**config.mk**
```make
export PLATFORM = sky130hd
export DESIGN_NAME = reset_sequencer
export DESIGN_NICKNAME = d
export VERILOG_FILES = /design/src/rtl/reset_seq_pkg.sv /design/src/rtl/reset_sync_chain.sv /design/src/rtl/reset_sequencer.sv
export SDC_FILE = /design/constraint.sdc
export NUM_CORES = 1
export LEC_CHECK = 0
export ABC_CLOCK_PERIOD_IN_PS = 2100
export CAP_MARGIN = 20
export CORE_MARGIN = 2
export CORE_UTILIZATION = 53
export CTS_CLUSTER_SIZE = 28
export DETAILED_ROUTE_END_ITERATION = 10
export GPL_ROUTABILITY_DRIVEN = 1
export MAX_ROUTING_LAYER = met4
export PLACE_DENSITY = 0.76
export SLEW_MARGIN = 20
export SYNTH_ARGS = -nofsm -noshare
export SYNTH_HDL_FRONTEND = slang
export SYNTH_SLANG_ARGS = --single-unit
```
**constraint.sdc**
```tcl
create_clock -name clk_i -period 2.1 [get_ports clk_i]
set_input_delay 0.42 -clock clk_i [delete_from_list [all_inputs] [get_ports clk_i]]
set_output_delay 0.42 -clock clk_i [all_outputs]
set_load 0.01 [all_outputs]
```
**src/rtl/reset_seq_pkg.sv**
```systemverilog
// Shared types and constants for the reset sequencer slice.
package reset_seq_pkg;

    typedef enum logic [1:0] {
        HOLD    = 2'd0,
        RELEASE = 2'd1,
        DONE    = 2'd2
    } state_e;

    localparam logic [1:0] CAUSE_EXT = 2'b01;
    localparam logic [1:0] CAUSE_SW  = 2'b10;

endpackage

```
**src/rtl/reset_sync_chain.sv**
```systemverilog
// Async-assert / sync-deassert reset synchroniser.
module reset_sync_chain #(
    parameter int STAGES = 2
) (
    input  logic clk_i,
    input  logic rstn_unsync_i,
    output logic srst_n
);

    logic [STAGES-1:0] sync_q;

    always_ff @(posedge clk_i or negedge rstn_unsync_i) begin
        if (!rstn_unsync_i) sync_q <= '0;
        else                sync_q <= {sync_q[STAGES-2:0], 1'b1};
    end

    assign srst_n = sync_q[STAGES-1];

endmodule

```
**src/rtl/reset_sequencer.sv**
```systemverilog
// Synchronises the external reset, then releases NUM_CH resets in ascending
// order after a minimum hold time; also handles a software reset request.
module reset_sequencer
    import reset_seq_pkg::*;
#(
    parameter int SYNC_STAGES = 2,
    parameter int NUM_CH      = 4,
    parameter int MIN_ASSERT  = 16,
    parameter int GAP_CYCLES  = 8
) (
    input  logic              clk_i,
    input  logic              rstn_unsync_i,
    input  logic              sw_rst_req_i,
    output logic [NUM_CH-1:0] rstn_o,
    output logic              rst_done_o,
    output logic [1:0]        rst_cause_o
);

    localparam int MAXC = (MIN_ASSERT > GAP_CYCLES) ? MIN_ASSERT : GAP_CYCLES;
    localparam int CNTW = $clog2(MAXC + 1);
    localparam int CHW  = (NUM_CH > 1) ? $clog2(NUM_CH) : 1;

    localparam logic [CNTW-1:0]   MIN_LAST = CNTW'(MIN_ASSERT - 1);
    localparam logic [CNTW-1:0]   GAP_LAST = CNTW'(GAP_CYCLES - 1);
    localparam logic [CHW-1:0]    CH_LAST  = CHW'(NUM_CH - 1);
    localparam logic [NUM_CH-1:0] CH_ONE   = NUM_CH'(1);

    logic srst_n;

    reset_sync_chain #(.STAGES(SYNC_STAGES)) u_sync (
        .clk_i         (clk_i),
        .rstn_unsync_i (rstn_unsync_i),
        .srst_n        (srst_n)
    );

    state_e            state_q, state_n;
    logic [CNTW-1:0]   cnt_q, cnt_n;
    logic [CHW-1:0]    ch_q, ch_n, ch_inc;
    logic [NUM_CH-1:0] rstn_q, rstn_n;
    logic              done_q, done_n;
    logic [1:0]        cause_q, cause_n;

    always_ff @(posedge clk_i or negedge rstn_unsync_i) begin
        if (!rstn_unsync_i) begin
            state_q <= HOLD;
            cnt_q   <= '0;
            ch_q    <= '0;
            rstn_q  <= '0;
            done_q  <= 1'b0;
            cause_q <= CAUSE_EXT;
        end else begin
            state_q <= state_n;
            cnt_q   <= cnt_n;
            ch_q    <= ch_n;
            rstn_q  <= rstn_n;
            done_q  <= done_n;
            cause_q <= cause_n;
        end
    end

    always_comb begin
        state_n = state_q;
        cnt_n   = cnt_q;
        ch_n    = ch_q;
        rstn_n  = rstn_q;
        done_n  = done_q;
        cause_n = cause_q;
        ch_inc  = ch_q + CHW'(1);
        if (srst_n) begin
            // A software request overrides any release due on the same edge.
            if (sw_rst_req_i) begin
                state_n = HOLD;
                cnt_n   = '0;
                ch_n    = '0;
                rstn_n  = '0;
                done_n  = 1'b0;
                cause_n = CAUSE_SW;
            end else begin
                case (state_q)
                    HOLD: begin
                        if (cnt_q == MIN_LAST) begin
                            cnt_n     = '0;
                            ch_n      = '0;
                            rstn_n[0] = 1'b1;
                            if (NUM_CH == 1) begin
                                done_n  = 1'b1;
                                state_n = DONE;
                            end else begin
                                state_n = RELEASE;
                            end
                        end else begin
                            cnt_n = cnt_q + CNTW'(1);
                        end
                    end
                    RELEASE: begin
                        if (cnt_q == GAP_LAST) begin
                            cnt_n  = '0;
                            ch_n   = ch_inc;
                            rstn_n = rstn_q | (CH_ONE << ch_inc);
                            if (ch_inc == CH_LAST) begin
                                done_n  = 1'b1;
                                state_n = DONE;
                            end
                        end else begin
                            cnt_n = cnt_q + CNTW'(1);
                        end
                    end
                    default: ;
                endcase
            end
        end
    end

    assign rstn_o      = rstn_q;
    assign rst_done_o  = done_q;
    assign rst_cause_o = cause_q;

endmodule

```
==> results of run 1 <==
## cells in the final DEF (no fill, tap or decap), types with 2 or more instances in the layout
cell,n
a21oi_1,6
o21a_1,3
clkbuf_4,3
a31oi_1,3
ha_1,5
buf_4,2
nor2_1,4
o21ai_0,2
and3_1,2
nor2b_1,2
clkdlybuf4s50_1,9
nand3_1,2
inv_1,6
dfrtp_1,17
a211oi_1,2
nand2b_1,3
## metal layers
layer / track usage / vias up / wire, µm
li1: - / 321 / -
met1: 0.250 / 323 / 808
met5: - / - / 0
met4: 0.129 / 0 / 34
met3: 0.0240 / 5 / 45
met2: 0.306 / 10 / 841
## through the flow
stage	worst slack (ns)	util	std cells	hold WS (ns)	instance area, µm²
2_1_floorplan	0.300	-	82	0.124	898
3_3_place_gp	0.163	0.658	107	0.339	1010
3_5_place_dp	0.138	0.658	107	0.343	1010
4_1_cts	0.0770	0.682	111	0.375	1050
5_1_grt	-0.00539	0.698	111	0.389	1080
6_report	0.110	0.698	111	0.376	1080
## flip-flops by register name, indices dropped and copies added (netlist names)
signal and count:
u_sync.sync_q 2, ch_q 2, cnt_q 5, rst_done_o 1, state_q 2, rst_cause_o 2, rstn_o 4
## power by group
| group | internal [mW] | switching, mW |
|---|---|---|
| registers | 0.368 | 0.0326 |
| logic | 0.0522 | 0.0463 |
| clock network | 0.106 | 0.110 |
## final cells by class
type                    count  area (µm²)  share of cell area
well taps                  16        20.0              0.0186
multi-input cells          56         440               0.409
repair buffers             11         105              0.0977
clock buffers               4        36.3              0.0337
inverters                   6        22.5              0.0209
flip-flops and latches     18         452               0.420
## what timing repair did
action	4_1_cts	5_1_grt
hold endpoints to repair	0	0
endpoints found under the setup margin	0	2
resized for setup	0	5
## critical path: cells and delay by family, from the launching register on
kind,cells,cell delay [ns]
buffers and inverters,1,0.08
adders and majority gates,2,0.37
muxes,1,0.15
AOI/OAI and AO/OA,2,0.24
and+or+nand+nor,2,0.64
DFF,1,0.45
## cell families after synthesis
kind of cell / Yosys count / share of synthesized area
AOI/OAI and AO/OA: 24 / 0.182
and+or+nand+nor: 21 / 0.145
DFF: 18 / 0.503
buffers and inverters: 8 / 0.0348
adders and majority gates: 7 / 0.0975
muxes: 2 / 0.0237
other: 1 / 0.00417
xor gates and xnor gates: 1 / 0.00975
## worst max path at each step
stage / startpoint / slack [ns] / endpoint / cells past startpoint
2_1_floorplan: cnt_q[0] / 0.30 / ch_q[1] / 8
3_3_place_gp: sw_rst_req_i / 0.16 / ch_q[0] / 4
3_5_place_dp: cnt_q[0] / 0.14 / ch_q[1] / 8
4_1_cts: cnt_q[0] / 0.08 / ch_q[1] / 8
5_1_grt: cnt_q[0] / -0.005 / ch_q[0] / 8
6_report: cnt_q[0] / 0.11 / ch_q[0] / 8
==> results.sh, run 1 <==
export IMPL_endpoint_kind="register"
export IMPL_grt_first_pass_wirelength_mm=2.75
export IMPL_cts_tree="built"
export IMPL_yosysTopAreaCellShare=0.474
export IMPL_fin_nets=106
export IMPL_cpPeakStageDelay_ns=0.54
export IMPL_clock_path_buffers=2
export IMPL_totalWireLength_mm=1.73
export IMPL_fp_row_count=14
export IMPL_grt_ovfl_total=0
export IMPL_synthTopCellsByCount="17 x dfrtp_1, 7 x ha_1, 6 x a21oi_1, 6 x inv_1, 4 x nor2_1"
export IMPL_worst_r2r_endpoint="ch_q[0]"
export IMPL_ant_nets=0
export IMPL_numCtsBuffers=3
export IMPL_finalCriticalPeriod_ns=1.99
export IMPL_maxCapViolations=0
export IMPL_syn_area_per_cell_um2=11.0
export IMPL_clock_sinks=18
export IMPL_hpwl_mm=1.23
export IMPL_synth_edf_count=0
export IMPL_fillCellCount=108
export IMPL_clk_latency_ns=0.30
export IMPL_coreArea_mm2=0.00154
export IMPL_ys_seq_elements=18
export IMPL_fp_dieH_um=45.2
export IMPL_viasPerCell=5.94
export IMPL_p_per_area_mw_per_mm2=665
export IMPL_hold_start="u_sync.sync_q[0]"
export IMPL_holdPathStages=0
export IMPL_crit_required_ns=2.33
export IMPL_wl_per_cell_um=15.6
export IMPL_critPathArrivalTime_ns=2.22
export IMPL_initial_core_util=0.583
export IMPL_path_clk_slew_ns=0.10
export IMPL_outcome="finished, final reports clean"
export IMPL_grt_start_max_net_pins=13
export IMPL_drc=0
export IMPL_antenna_cells=0
export IMPL_drive_above_1_share=0.147
export IMPL_syn_num_nets=92
export IMPL_p_total_mw=0.716
export IMPL_grt_util_all_layers=0.200
export IMPL_drtPass1Iterations=4
export IMPL_port_buffers=9
export IMPL_yosysUniqueCellTypes=35
export IMPL_ys_seq_area_frac=0.503
export IMPL_hold_buffers=0
export IMPL_yosysMostFrequentCell="dfrtp_1"
export IMPL_final_max_slew_viol_count=0
export IMPL_hold_viol=0
export IMPL_vdd_ir_drop_max_mv=0.494
export IMPL_hold_path_end="u_sync.sync_q[1]"
export IMPL_startpoint_type="register"
export IMPL_critPathMaxFanout=4
export IMPL_fin_setup_tns_ns=0
export IMPL_first_iter_violations=15
export IMPL_crit_chain="ha_4, nand3_1, inv_1, ha_2, o21ba_2, o21ai_2, or4_4, mux2i_1"
export IMPL_reg2reg_from="cnt_q[0]"
export IMPL_htree_levels=1
export IMPL_dr_total_vias=659
export IMPL_antenna_found_initial=0
export IMPL_synth_ff_type="dfrtp_1"
export IMPL_synthCells=82
export IMPL_path_class="register to register"
export IMPL_reg2reg_depth=8
export IMPL_die_area_mm2=0.00204
export IMPL_dieWidth_um=45.2
export IMPL_setup_viol=0
export IMPL_skew_ns=0.00133
export IMPL_place_congestion=0.744
export IMPL_synth_area_leaders="dfrtp_1 47%, ha_1 9.7%, a21oi_1 3.3%"
export IMPL_grt_pass1_vias=620
export IMPL_fmax_mhz=503
export IMPL_ys_warn_count=0
export IMPL_netlist_area_um2=898
export IMPL_post_route_period_util=0.948
export IMPL_hold_path_class="register to register"
export IMPL_synth_top_area_cell="dfrtp_1"
export IMPL_cts_root_buf="clkbuf_4"
export IMPL_async_reset_ff_frac=1.00
export IMPL_r2r_slack_ns=0.11
export IMPL_cts_setup_buffers=0
export IMPL_cp_slowest_cell="or4_4"
export IMPL_area_growth_syn_to_layout_pct=19.8
export IMPL_io_pin_count=10
export IMPL_power_leakage_nw=0.478
No activity file was read; power rests on OpenSTA's default activity.
==> run 2: changes to the inputs <==
Settings changed: CORE_UTILIZATION 53 to 56, CTS_BUF_LIST set to sky130_fd_sc_hd__clkbuf_8, PLACE_DENSITY 0.76 to 0.79.
==> run 2 against run 1 <==
Cell area decreased by 0.12%; non-clock buffer count unchanged; global-route usage is 1.7 points higher; clock skew rose by 0.0050 ns; total power rose by 8.4%; critical path depth stayed put; sequential share of layout area barely moved; die area fell by 4.9%; largest power group unchanged; cell count unchanged; utilization up 1.5 points.
==> results.sh, run 2 (same netlist as run 1, synthesis figures left out) <==
export IMPL_place_congestion=0.768
export IMPL_viasPerCell=5.82
export IMPL_grt_first_pass_wirelength_mm=2.88
export IMPL_final_max_slew_viol_count=0
export IMPL_cts_tree="built"
export IMPL_placed_cells=107
export IMPL_totalWireLength_mm=1.69
export IMPL_multi_input_area_um2=420
export IMPL_largest_register="cnt_q"
export IMPL_crit_top_cell="ha_2"
export IMPL_area_growth_syn_to_layout_pct=19.6
export IMPL_port_buffers=9
export IMPL_fin_setup_tns_ns=0
export IMPL_skew_ns=0.00634
export IMPL_critPathMaxFanout=4
export IMPL_ant_nets=0
export IMPL_fp_row_count=14
export IMPL_antenna_found_initial=0
export IMPL_clk_latency_ns=0.26
export IMPL_io_pin_count=10
export IMPL_hold_start="u_sync.sync_q[0]"
export IMPL_fin_hold_ws_ns=0.354
export IMPL_die_area_mm2=0.00194
export IMPL_largest_reg_flops=5
export IMPL_grt_ovfl_total=0
export IMPL_hold_viol=0
export IMPL_cpPeakStageDelay_ns=0.53
export IMPL_path_class="register to register"
export IMPL_cp_slowest_cell="or4_1"
export IMPL_hold_path_end="u_sync.sync_q[1]"
export IMPL_fmax_mhz=508
export IMPL_drc=0
export IMPL_tightest_slew_ns=0.540
export IMPL_critPathArrivalTime_ns=2.15
export IMPL_max_slew_margin=0.639
export IMPL_initial_core_util=0.596
export IMPL_maxCapViolations=0
export IMPL_cp_num_buf_inv=1
export IMPL_post_route_period_util=0.937
export IMPL_holdPathStages=0
export IMPL_grt_pass1_vias=671
export IMPL_hold_buffers=0
export IMPL_path_clk_slew_ns=0.07
export IMPL_final_common_cell="dfrtp_1"
export IMPL_endpoint_kind="register"
export IMPL_numCtsBuffers=3
export IMPL_startpoint_type="register"
export IMPL_hpwl_mm=1.17
export IMPL_dieWidth_um=44.1
export IMPL_setup_slack_ns=0.131
export IMPL_r2r_slack_ns=0.13
export IMPL_coreArea_mm2=0.00151
export IMPL_fp_dieH_um=44.1
export IMPL_reg2reg_depth=8
export IMPL_crit_chain="ha_2, nand3_1, inv_1, ha_2, o21ba_2, o21ai_2, or4_1, o22ai_1"
export IMPL_clock_sinks=18
export IMPL_drtPass1Iterations=4
export IMPL_fillCellCount=111
export IMPL_outcome="finished, final reports clean"
export IMPL_antenna_cells=0
export IMPL_hold_path_class="register to register"
export IMPL_htree_levels=1
export IMPL_crit_required_ns=2.28
export IMPL_worst_r2r_endpoint="ch_q[1]"
export IMPL_grt_util_all_layers=0.217
export IMPL_clock_path_buffers=2
export IMPL_grt_start_max_net_pins=13
export IMPL_regArea_um2=452
export IMPL_reg2reg_from="cnt_q[0]"
export IMPL_cp_top_family="simple AND/OR/NAND/NOR gates"
export IMPL_final_cells=111
export IMPL_setup_viol=0
export IMPL_finalCriticalPeriod_ns=1.97
export IMPL_first_iter_violations=4
export IMPL_rsz0062_at_grt="no"
export IMPL_drive_above_1_share=0.126
export IMPL_wl_per_cell_um=15.2
export IMPL_dr_total_vias=646
export IMPL_fin_nets=106
export IMPL_p_per_area_mw_per_mm2=721
export IMPL_vdd_ir_drop_max_mv=0.514
export IMPL_place_ws_ns=0.153
export IMPL_cts_root_buf="clkbuf_8"
export IMPL_final_cell_mix="17 x dfrtp_1, 9 x clkdlybuf4s50_1, 6 x inv_1, 6 x a21oi_1, 5 x ha_1"
export IMPL_power_leakage_nw=0.482
[run 2: per-layer routing]
metal,global-route usage,up-vias,share of wire
met2,0.332,15,0.46
met4,0.115,0,0.018
li1,-,317,-
met1,0.269,310,0.49
met5,-,-,0
met3,0.0490,4,0.034
[run 2: area by class of cell]
type	instances	share of cell area
Clock buffer	4	0.0512
Sequential cell	18	0.420
Timing Repair Buffer	11	0.0978
Multi-Input combinational cell	56	0.391
Inverter	6	0.0210
Tap cell	16	0.0186
[run 2: stage by stage]
stage	util	area [µm²]	total power, mW
floorplan	-	898	0.458
global placement	0.674	1010	0.490
detailed placement	0.674	1010	0.493
CTS	0.710	1070	0.780
global route	0.713	1070	0.810
finish	0.713	1070	0.775
[run 2: worst max-delay path by stage]
| stage | endpoint | cells past startpoint | start |
|---|---|---|---|
| finish | ch_q[1] | 8 | cnt_q[0] |
| global route | ch_q[1] | 8 | cnt_q[0] |
| CTS | ch_q[1] | 8 | cnt_q[0] |
| detailed placement | ch_q[1] | 8 | cnt_q[0] |
| global placement | ch_q[1] | 4 | sw_rst_req_i |
| floorplan | ch_q[1] | 8 | cnt_q[0] |
[run 2: worst register-to-register path: stages, from the launching register on]
cell,delay (ns)
dfrtp_1,0.37
ha_2,0.21
nand3_1,0.10
inv_1,0.07
ha_2,0.19
o21ba_2,0.17
o21ai_2,0.06
or4_1,0.53
o22ai_1,0.17
[run 2: repair_timing]
action / CTS / global route
setup endpoints to repair: 0 / 1
resized for setup: 0 / 2
buffers inserted: 0 / 0
[run 2: where the power goes]
part	switching [mW]	total [mW]	internal, mW
registers	0.0267	0.395	0.369
logic	0.0464	0.0956	0.0492
clock network	0.118	0.285	0.167
